<file path="config.mk">
export PLATFORM = sky130hd
export DESIGN_NAME = detector_ocupacao
export DESIGN_NICKNAME = d
export VERILOG_FILES = /design/src/rtl/ocupacao_pkg.sv /design/src/rtl/sincronizador_2ff.sv /design/src/rtl/detector_ocupacao.sv
export SDC_FILE = /design/constraint.sdc
export NUM_CORES = 1
export LEC_CHECK = 0
export BUFFER_PORTS_ARGS = -buffer_cell sky130_fd_sc_hd__buf_2
export CAP_MARGIN = 10
export CORE_MARGIN = 8
export CORE_UTILIZATION = 56
export CTS_CLUSTER_SIZE = 20
export DETAILED_ROUTE_END_ITERATION = 16
export PLACE_DENSITY = 0.85
export SKIP_CTS_REPAIR_TIMING = 1
export SLEW_MARGIN = 10
export SYNTH_ARGS = -nofsm -noshare
export SYNTH_HDL_FRONTEND = slang
export SYNTH_SLANG_ARGS = --single-unit
</file>
<file path="constraint.sdc">
create_clock -name clk -period 1.8 [get_ports clk]
set_input_delay 0.36 -clock clk [delete_from_list [all_inputs] [get_ports clk]]
set_output_delay 0.36 -clock clk [all_outputs]
set_load 0.02 [all_outputs]
</file>
<file path="src/rtl/ocupacao_pkg.sv">
// Shared definitions for the occupancy detector chain: FSM state encoding
// and default timing constants for a 50 MHz system clock.
package ocupacao_pkg;

  typedef enum logic [1:0] {
    LIVRE    = 2'b00,
    CONFIRMA = 2'b01,
    OCUPADO  = 2'b10,
    ESPERA   = 2'b11
  } estado_t;

  localparam int CLK_HZ          = 50000000;
  // 20 ms of debounce and 5 s of hold time at CLK_HZ
  localparam int DEBOUNCE_PADRAO = CLK_HZ / 50;
  localparam int ESPERA_PADRAO   = CLK_HZ * 5;

endpackage

</file>
<file path="src/rtl/sincronizador_2ff.sv">
// Generic two-flop synchroniser for asynchronous inputs; both stages reset to 0.
module sincronizador_2ff #(
  parameter int LARGURA = 1
) (
  input  logic               clk,
  input  logic               rst_n,
  input  logic [LARGURA-1:0] i_async,
  output logic [LARGURA-1:0] o_sync
);

  logic [LARGURA-1:0] r_s1;
  logic [LARGURA-1:0] r_s2;

  always_ff @(posedge clk or negedge rst_n) begin
    if (!rst_n) begin
      r_s1 <= '0;
      r_s2 <= '0;
    end else begin
      r_s1 <= i_async;
      r_s2 <= r_s1;
    end
  end

  assign o_sync = r_s2;

endmodule

</file>
<file path="src/rtl/detector_ocupacao.sv">
// PIR occupancy detector: synchronise, debounce rising activity, hold for a timeout.
// Optional entry counter enabled by defining DETECTOR_CONTADOR_EN.
module detector_ocupacao
  import ocupacao_pkg::*;
#(
  parameter int DEBOUNCE_CICLOS     = DEBOUNCE_PADRAO,
  parameter int TEMPO_ESPERA_CICLOS = ESPERA_PADRAO
) (
  input  logic        clk,
  input  logic        rst_n,
  input  logic        sensor_pir,
  output logic        ocupado,
  output logic        pulso_entrada,
  output logic        pulso_saida
`ifdef DETECTOR_CONTADOR_EN
  ,
  output logic [15:0] num_entradas
`endif
);

  localparam int CW = $clog2(DEBOUNCE_CICLOS);
  localparam int TW = $clog2(TEMPO_ESPERA_CICLOS);
  localparam logic [CW-1:0] CNT_FIM = CW'(DEBOUNCE_CICLOS - 1);
  localparam logic [TW-1:0] TMR_FIM = TW'(TEMPO_ESPERA_CICLOS - 1);

  logic          w_s2;
  estado_t       r_estado, w_estado_next;
  logic [CW-1:0] r_cnt, w_cnt_next;
  logic [TW-1:0] r_tmr, w_tmr_next;
  logic          r_ocupado, w_ocupado_next;
  logic          r_pulso_entrada, w_pulso_entrada_next;
  logic          r_pulso_saida, w_pulso_saida_next;

  sincronizador_2ff #(.LARGURA(1)) u_sinc (
    .clk     (clk),
    .rst_n   (rst_n),
    .i_async (sensor_pir),
    .o_sync  (w_s2)
  );

  always_ff @(posedge clk or negedge rst_n) begin
    if (!rst_n) begin
      r_estado        <= LIVRE;
      r_cnt           <= '0;
      r_tmr           <= '0;
      r_ocupado       <= 1'b0;
      r_pulso_entrada <= 1'b0;
      r_pulso_saida   <= 1'b0;
    end else begin
      r_estado        <= w_estado_next;
      r_cnt           <= w_cnt_next;
      r_tmr           <= w_tmr_next;
      r_ocupado       <= w_ocupado_next;
      r_pulso_entrada <= w_pulso_entrada_next;
      r_pulso_saida   <= w_pulso_saida_next;
    end
  end

  always_comb begin
    w_estado_next        = r_estado;
    w_cnt_next           = r_cnt;
    w_tmr_next           = r_tmr;
    w_pulso_entrada_next = 1'b0;
    w_pulso_saida_next   = 1'b0;
    case (r_estado)
      LIVRE: begin
        if (w_s2) begin
          w_estado_next = CONFIRMA;
          w_cnt_next    = CW'(1);
        end
      end
      CONFIRMA: begin
        // a low sample always wins, even on the terminal count
        if (!w_s2) begin
          w_estado_next = LIVRE;
          w_cnt_next    = '0;
        end else if (r_cnt == CNT_FIM) begin
          w_estado_next        = OCUPADO;
          w_pulso_entrada_next = 1'b1;
        end else begin
          w_cnt_next = r_cnt + CW'(1);
        end
      end
      OCUPADO: begin
        if (!w_s2) begin
          w_estado_next = ESPERA;
          w_tmr_next    = '0;
        end
      end
      ESPERA: begin
        // retrigger beats the terminal timer and skips the debounce
        if (w_s2) begin
          w_estado_next = OCUPADO;
          w_tmr_next    = '0;
        end else if (r_tmr == TMR_FIM) begin
          w_estado_next      = LIVRE;
          w_pulso_saida_next = 1'b1;
        end else begin
          w_tmr_next = r_tmr + TW'(1);
        end
      end
      default: w_estado_next = LIVRE;
    endcase
    w_ocupado_next = (w_estado_next == OCUPADO) || (w_estado_next == ESPERA);
  end

  assign ocupado       = r_ocupado;
  assign pulso_entrada = r_pulso_entrada;
  assign pulso_saida   = r_pulso_saida;

`ifdef DETECTOR_CONTADOR_EN
  logic [15:0] r_num_entradas;

  always_ff @(posedge clk or negedge rst_n) begin
    if (!rst_n) begin
      r_num_entradas <= '0;
    end else if (w_pulso_entrada_next && (r_num_entradas != 16'hFFFF)) begin
      r_num_entradas <= r_num_entradas + 16'd1;
    end
  end

  assign num_entradas = r_num_entradas;
`endif

endmodule

</file>
======== After elaboration in Yosys (flattened, before gate mapping) ========
Index checks and enable logic that the tools add are counted.
operators by class
  add/sub/neg operators ................... 2
  eq/ne operators ......................... 11
  muxes and demuxes ....................... 21
  reduce and logical (&&, ||, !) cells .... 6
operators by type and width
  kind                     count
  $mux W28                 3
  $mux W20                 3
  $pmux W28 S2             1
  $pmux W20 S2             1
  $add A28 B1 Y28 const B  1
  $eq A28 B28 Y1 const B   1
  $add A20 B1 Y20 const B  1
  $eq A20 B20 Y1 const B   1
  $mux W2                  6
  $eq A2 B2 Y1 const B     4
  $pmux W2 S4              1
  $mux W1                  6
  $reduce_and A3 Y1        2
  $reduce_bool A2 Y1       2
  $ne A3 B2 Y1 const B     1
  $ne A3 B3 Y1 const B     1
  $eq A2 B1 Y1 const B     1
  $logic_not A2 Y1         1
  $ne A2 B1 Y1 const B     1
  $ne A2 B2 Y1 const B     1
  $logic_or A1 B1 Y1       1
storage, ports and cells
  register bits after elaboration ......... 55
  bits of input ports ..................... 3
  output and inout bits ................... 3
  word-level logic and storage cells ...... 48

======== Depth between registers and ports, before layout ========
  word-level depth ........................ 6
  gate-level depth with buffers ........... 7
  depth with buffers taken out ............ 6

======== Modules after synthesis ========
Synthesis repeated with hierarchy kept, for this count alone.
unflattened totals
  cells, all modules ...................... 341
  area total of the unflattened synthesis .. 3101.7 µm²
by module, submodules not included
  module             instances  cells an instance  area each (µm²)  seq. area each (µm²)
  detector_ocupacao  1          339                3051.7           1326.3
  sincronizador_2ff  1          2                  50.0             50.0

======== Worst setup path before layout ========
Ideal clock, no wire load.
  path kind ............................... reg-to-reg
  from .................................... register r_tmr[0]
  to ...................................... register r_tmr[22]
  setup time .............................. 0.120 ns
  data arrival time ....................... 1.748 ns
  path slack .............................. -0.067 ns
  stages on the path, launching flop included .. 7
  buffers on the path ..................... 0
  path through ............................ dfrtp_1 > ha_1 > and4_1 > nand2_1 > nor4_1 > a21oi_1 > a31o_1
on the way
  cells in the longest elaborated chain, start to end .. 4
  elaborated cells between the ends (all ways) .. 7
  classes of those cells .................. 1 x add/sub; 2 x eq/ne; 3 x mux; 1 x reduce/logical
ends and longest elaborated chain
  what                    line                     text
  start, declared         detector_ocupacao.sv:29  logic [TW-1:0] r_tmr, w_tmr_next;
  start signal, assigned  detector_ocupacao.sv:52  r_tmr <= w_tmr_next;
  $add A28 B1 Y28         detector_ocupacao.sv:99  w_tmr_next = r_tmr + TW'(1);
  $mux W28                detector_ocupacao.sv:95  end else if (r_tmr == TMR_FIM) begin
  $mux W28                detector_ocupacao.sv:92  if (w_s2) begin
  $pmux W28 S2            detector_ocupacao.sv:65  case (r_estado)
Parallel ways exist; a longest one is shown, timed or not. The select of a mux whose other input is x is not followed.
A chain may end at the register's enable or synchronous reset.

======== Worst setup path in the final report ========
  from .................................... register r_cnt[1]
  to ...................................... register r_cnt[1]
on the way
  cells in the longest elaborated chain, start to end .. 4
  elaborated cells between the ends (all ways) .. 7
  classes of those cells .................. 1 x add/sub; 2 x eq/ne; 3 x mux; 1 x reduce/logical
ends and longest elaborated chain
  what                    line                     text
  start, declared         detector_ocupacao.sv:28  logic [CW-1:0] r_cnt, w_cnt_next;
  start signal, assigned  detector_ocupacao.sv:51  r_cnt <= w_cnt_next;
  $add A20 B1 Y20         detector_ocupacao.sv:81  w_cnt_next = r_cnt + CW'(1);
  $mux W20                detector_ocupacao.sv:77  end else if (r_cnt == CNT_FIM) begin
  $mux W20                detector_ocupacao.sv:74  if (!w_s2) begin
  $pmux W20 S2            detector_ocupacao.sv:65
Parallel ways exist; a longest one is shown, timed or not. The select of a mux whose other input is x is not followed.

==> results <==
- Using the TritonRoute via totals, the vias-per-cell ratio works out to 6.30.
- The kind of start point of the critical path is a register.
- The clock transition time at the flip-flop clock pins of the worst setup and hold paths is 0.10 ns.
- The leakage power summed over all cells is 1.83 nW.
- After synthesis, the largest family of logic cells by area is simple AND/OR/NAND/NOR gates.
- The detailed-routing iteration count for the pre-antenna-repair pass is 4.
- The global-route wire length before repair is 13500 um.
- Summed over all nets, wire length on met3 after detailed routing comes to 460 um.
- Timing analysis after detailed placement gives a worst setup slack of -0.0777 ns.
- Counting both buffers and inverters, the worst setup path holds a total of 1.
- The y dimension of the die is 91.2 um.
- Summing the areas of all and, or, nand and nor instances in the mapped netlist gives 34.9% of the synthesized area.
- For this run, the slowest stage of the critical path takes 0.49 ns.
- The upper clock frequency limit is 536 MHz.
- Cells with a size suffix above 1 make up 29.8% of the layout.
- During synthesis, Yosys emitted a total of 0 warnings.
- The count of antenna diodes in the layout is 0.
- Setup repair after global routing could not meet its margin everywhere.
- By area the synthesized netlist is led by sky130_fd_sc_hd__dfrtp_1, sky130_fd_sc_hd__nand2_1, sky130_fd_sc_hd__nand3_1, sky130_fd_sc_hd__nor2_1, sky130_fd_sc_hd__xnor2_1.
- Counting distinct cell types in the post-synthesis netlist gives 52.
- After the last flow step, the layout net total stands at 413.
- The average cell area after synthesis is 9.08 um2.
- Summing the areas of all compound-gate instances in the mapped netlist gives 11.6% of the synthesized area.
- In this run the remaining antenna-violating nets after routing total 0.
- For this run the aggregate overflow at the end of global routing stands at 0.
- The worst path setup slack after routing is -0.0650 ns.
- The worst hold-check slack is 0.0192 ns.
- The standard cell core area is 5470 um2.
- The overall via count from detail_route is 3029.
- The final standard cell utilization of the core is 72.6%.
- The placement row count is 27.
- The data arrival at the endpoint of the critical path is 2.12 ns.
- In this run the cell area of the synthesized design comes to 3170 um2.
- Buffers placed on the I/O ports in this run total 5.
- The total I/O pin count is 6.
- The later pin in the worst-skew pair is clocked with a latency of 0.32 ns.
- The run finished, with violations left.
- The dominant synthesized flop cell is sky130_fd_sc_hd__dfrtp_1.
- Counting instances in the post-synthesis netlist gives the leading cell types as sky130_fd_sc_hd__dfrtp_1, sky130_fd_sc_hd__nand2_1, sky130_fd_sc_hd__nor2_1.
- The post-synthesis register bit count is 55.
- The maximum fanout encountered on the critical timing path is 6.
- For the worst flop-to-flop path, the logic depth is 7.
- The highest ir drop seen on vdd is 355 uV.
- The path class of the tightest hold or removal check is in -> async.
- Summed over its instances, the top area cell type makes up 43.4% of the synthesized netlist area.
- The full die area is 8330 um2.
- The final estimated routing congestion in global placement is 0.909.
- Subtracting the final worst setup slack from the clock period gives 1.87 ns.
- Summed over all instances, the cell type with the most area after synthesis is sky130_fd_sc_hd__dfrtp_1.
- The total design power is 2.07 mW.
- In this run, the number of DRC markers left after iteration 0 of detailed routing was 267.
- The portion of netlist area occupied by mux cells is 1.62%.
- The number of gates on the worst path with buffers counted is 7.
- The final routed DRC violation total is 0.
- The total number of clock tree sinks is 55.
- Wires add up to 8380 um.
- The synthesized design contains 0 enable-type register cells.
- The maximum root-to-sink buffer count is 2.
- The final routed wire length divided by cell count is 17.4 um.
- After detailed routing, the met2 layer carries 4070 um of wire.
- The initial antenna violation count is 0.
- The final number of setup-violating endpoints is 7.
- The number of nets handed over by synthesis was 354.
- Power spread over the standard cell area amounts to 521 nW/um2.
- Summing all placed instances gives a cell area of 3620 um2.
- The share of the Yosys chip area taken by registers is 43.4%.
- From synthesis to final layout, the design area changed by 25.4%.
- The synthesized netlist devotes 0.789% of its cell area to adder and majority cells.
- The checks that failed: negative setup slack.
- For this run, asynchronously set or reset flops after synthesis account for 100%.
- The total count of max-transition violations in the final report is 0.
- The number of instances in the synthesized netlist is 349.
- The share of the clock period used by the worst path is 104%.
- Walking the worst path, the cells encountered are ha_2 -> and3_4 -> nand3b_1 -> nor3_4 -> buf_6 -> or4b_1 -> nand3_1.
- The cell with the largest stage delay on the worst path is sky130_fd_sc_hd__or4b_1.
- The number of endpoints with negative hold slack in the final report is 0.
- The total routing usage reported by global routing is 19.4%.
- For the pin with the worst max-slew slack, the measured transition is 0.390 ns.
- The worst setup path is of the reg -> reg kind.
- The finished cells cover 3980 um2.
- The endpoint type of the worst setup path is a register.
- Broken down by cell family, the worst path's largest delay share belongs to simple AND/OR/NAND/NOR gates.
- In this run the worst setup path begins at r_cnt[1].
- TritonCTS built the clock tree.
- The H-tree generated during clock tree synthesis spans 2 levels.
- The width of the die is 91.2 um.
- Headroom to the max-slew limit came out at 73.9%.
- The HPWL reported at the end of detailed placement is 5570 um.
- The pin count of the biggest net entering global routing is 56.
- The via count of the first global-routing pass is 2886.
- The startpoint of the most critical register-to-register path is r_cnt[1].
- The initial standard-cell utilization of the core is 57.9%.
- In the post-synthesis netlist, the cell with the most instances is sky130_fd_sc_hd__dfrtp_1.
- The synthesized netlist devotes 4.70% of its cell area to XOR and XNOR gates.
- The root buffer cell chosen for the clock tree is sky130_fd_sc_hd__clkbuf_8.
- The max-cap check violation count is 0.
- The total routed wire length on the met1 layer is 3710 um.
- The endpoint required time on the critical path is 2.05 ns.
- The worst clock skew is 0.00762 ns.
- Routed signal wires occupy layers up through met4.
- The TritonCTS buffer count is 5.
metrics by stage:
stage	setup TNS, ns	instances
2_1_floorplan	0	349
3_3_place_gp	-0.000908	461
3_5_place_dp	-0.272	461
4_1_cts	-0.588	469
5_1_grt	-1.51	481
6_report	-0.158	481
final timing paths:
| path | endpoint | slack, ns |
|---|---|---|
| min reg2reg | u_sinc.o_sync | 0.37 |
| min | r_cnt[17] | 0.02 |
| max in group asynchronous | r_tmr[16] | 1.51 |
| max | r_cnt[1] | -0.07 |
| max reg2reg | r_cnt[1] | -0.07 |
| min in group clk | u_sinc.r_s1 | 0.14 |
routing by layer:
layer,track usage [%],vias to the layer above
li1,-,1397
met1,25.6,1512
met2,31.4,108
met3,2.63,12
met4,7.50,0
met5,0,-
cell families after synthesis:
logic type | Yosys count
simple gates | 191
compound gates | 59
flops | 55
buf+inv | 20
xor+xnor | 17
mux | 5
fa+ha+maj | 2
flip-flops by register name, summed over array words and instances (netlist names):
name / count
ocupado: 1
u_sinc.r_s1: 1
r_estado: 2
r_tmr: 28
u_sinc.o_sync: 1
pulso_saida: 1
r_cnt: 20
pulso_entrada: 1
power breakdown:
part / internal (mW) / leakage, nW / total, mW / switching, mW
clock network: 0.272 / 0.0402 / 0.700 / 0.428
registers: 1.24 / 0.753 / 1.25 / 0.00897
logic: 0.0431 / 1.04 / 0.116 / 0.0734
layout by cell type, fill, tap and decap left out, types with 5 or more instances in the layout:
cell                        n
sky130_fd_sc_hd__buf_4     56
sky130_fd_sc_hd__dfrtp_1   52
sky130_fd_sc_hd__nand2_1   40
sky130_fd_sc_hd__nor2_1    30
sky130_fd_sc_hd__nand3_1   23
sky130_fd_sc_hd__a21oi_1   14
sky130_fd_sc_hd__o21ai_0   14
sky130_fd_sc_hd__xnor2_1   13
sky130_fd_sc_hd__nand4_1   11
sky130_fd_sc_hd__nor3_1     7
sky130_fd_sc_hd__nor2_2     7
sky130_fd_sc_hd__and2_1     6
sky130_fd_sc_hd__nand2b_1   6
sky130_fd_sc_hd__o211ai_1   6
sky130_fd_sc_hd__nor4_4     6
sky130_fd_sc_hd__buf_6      6
sky130_fd_sc_hd__nor4_1     5
sky130_fd_sc_hd__and3_1     5
sky130_fd_sc_hd__or3_1      5
sky130_fd_sc_hd__clkbuf_8   5
sky130_fd_sc_hd__buf_2      5
final cells by class:
type,instances,area [um2]
multi-input cells,274,1870
fillers,382,1500
flip-flops and latches,55,1380
repair buffers,68,533
well taps,72,90.1
clock buffers,5,68.8
clock inverters,3,20.0
inverters,4,15.0
No activity file was read; power rests on OpenSTA's default activity.
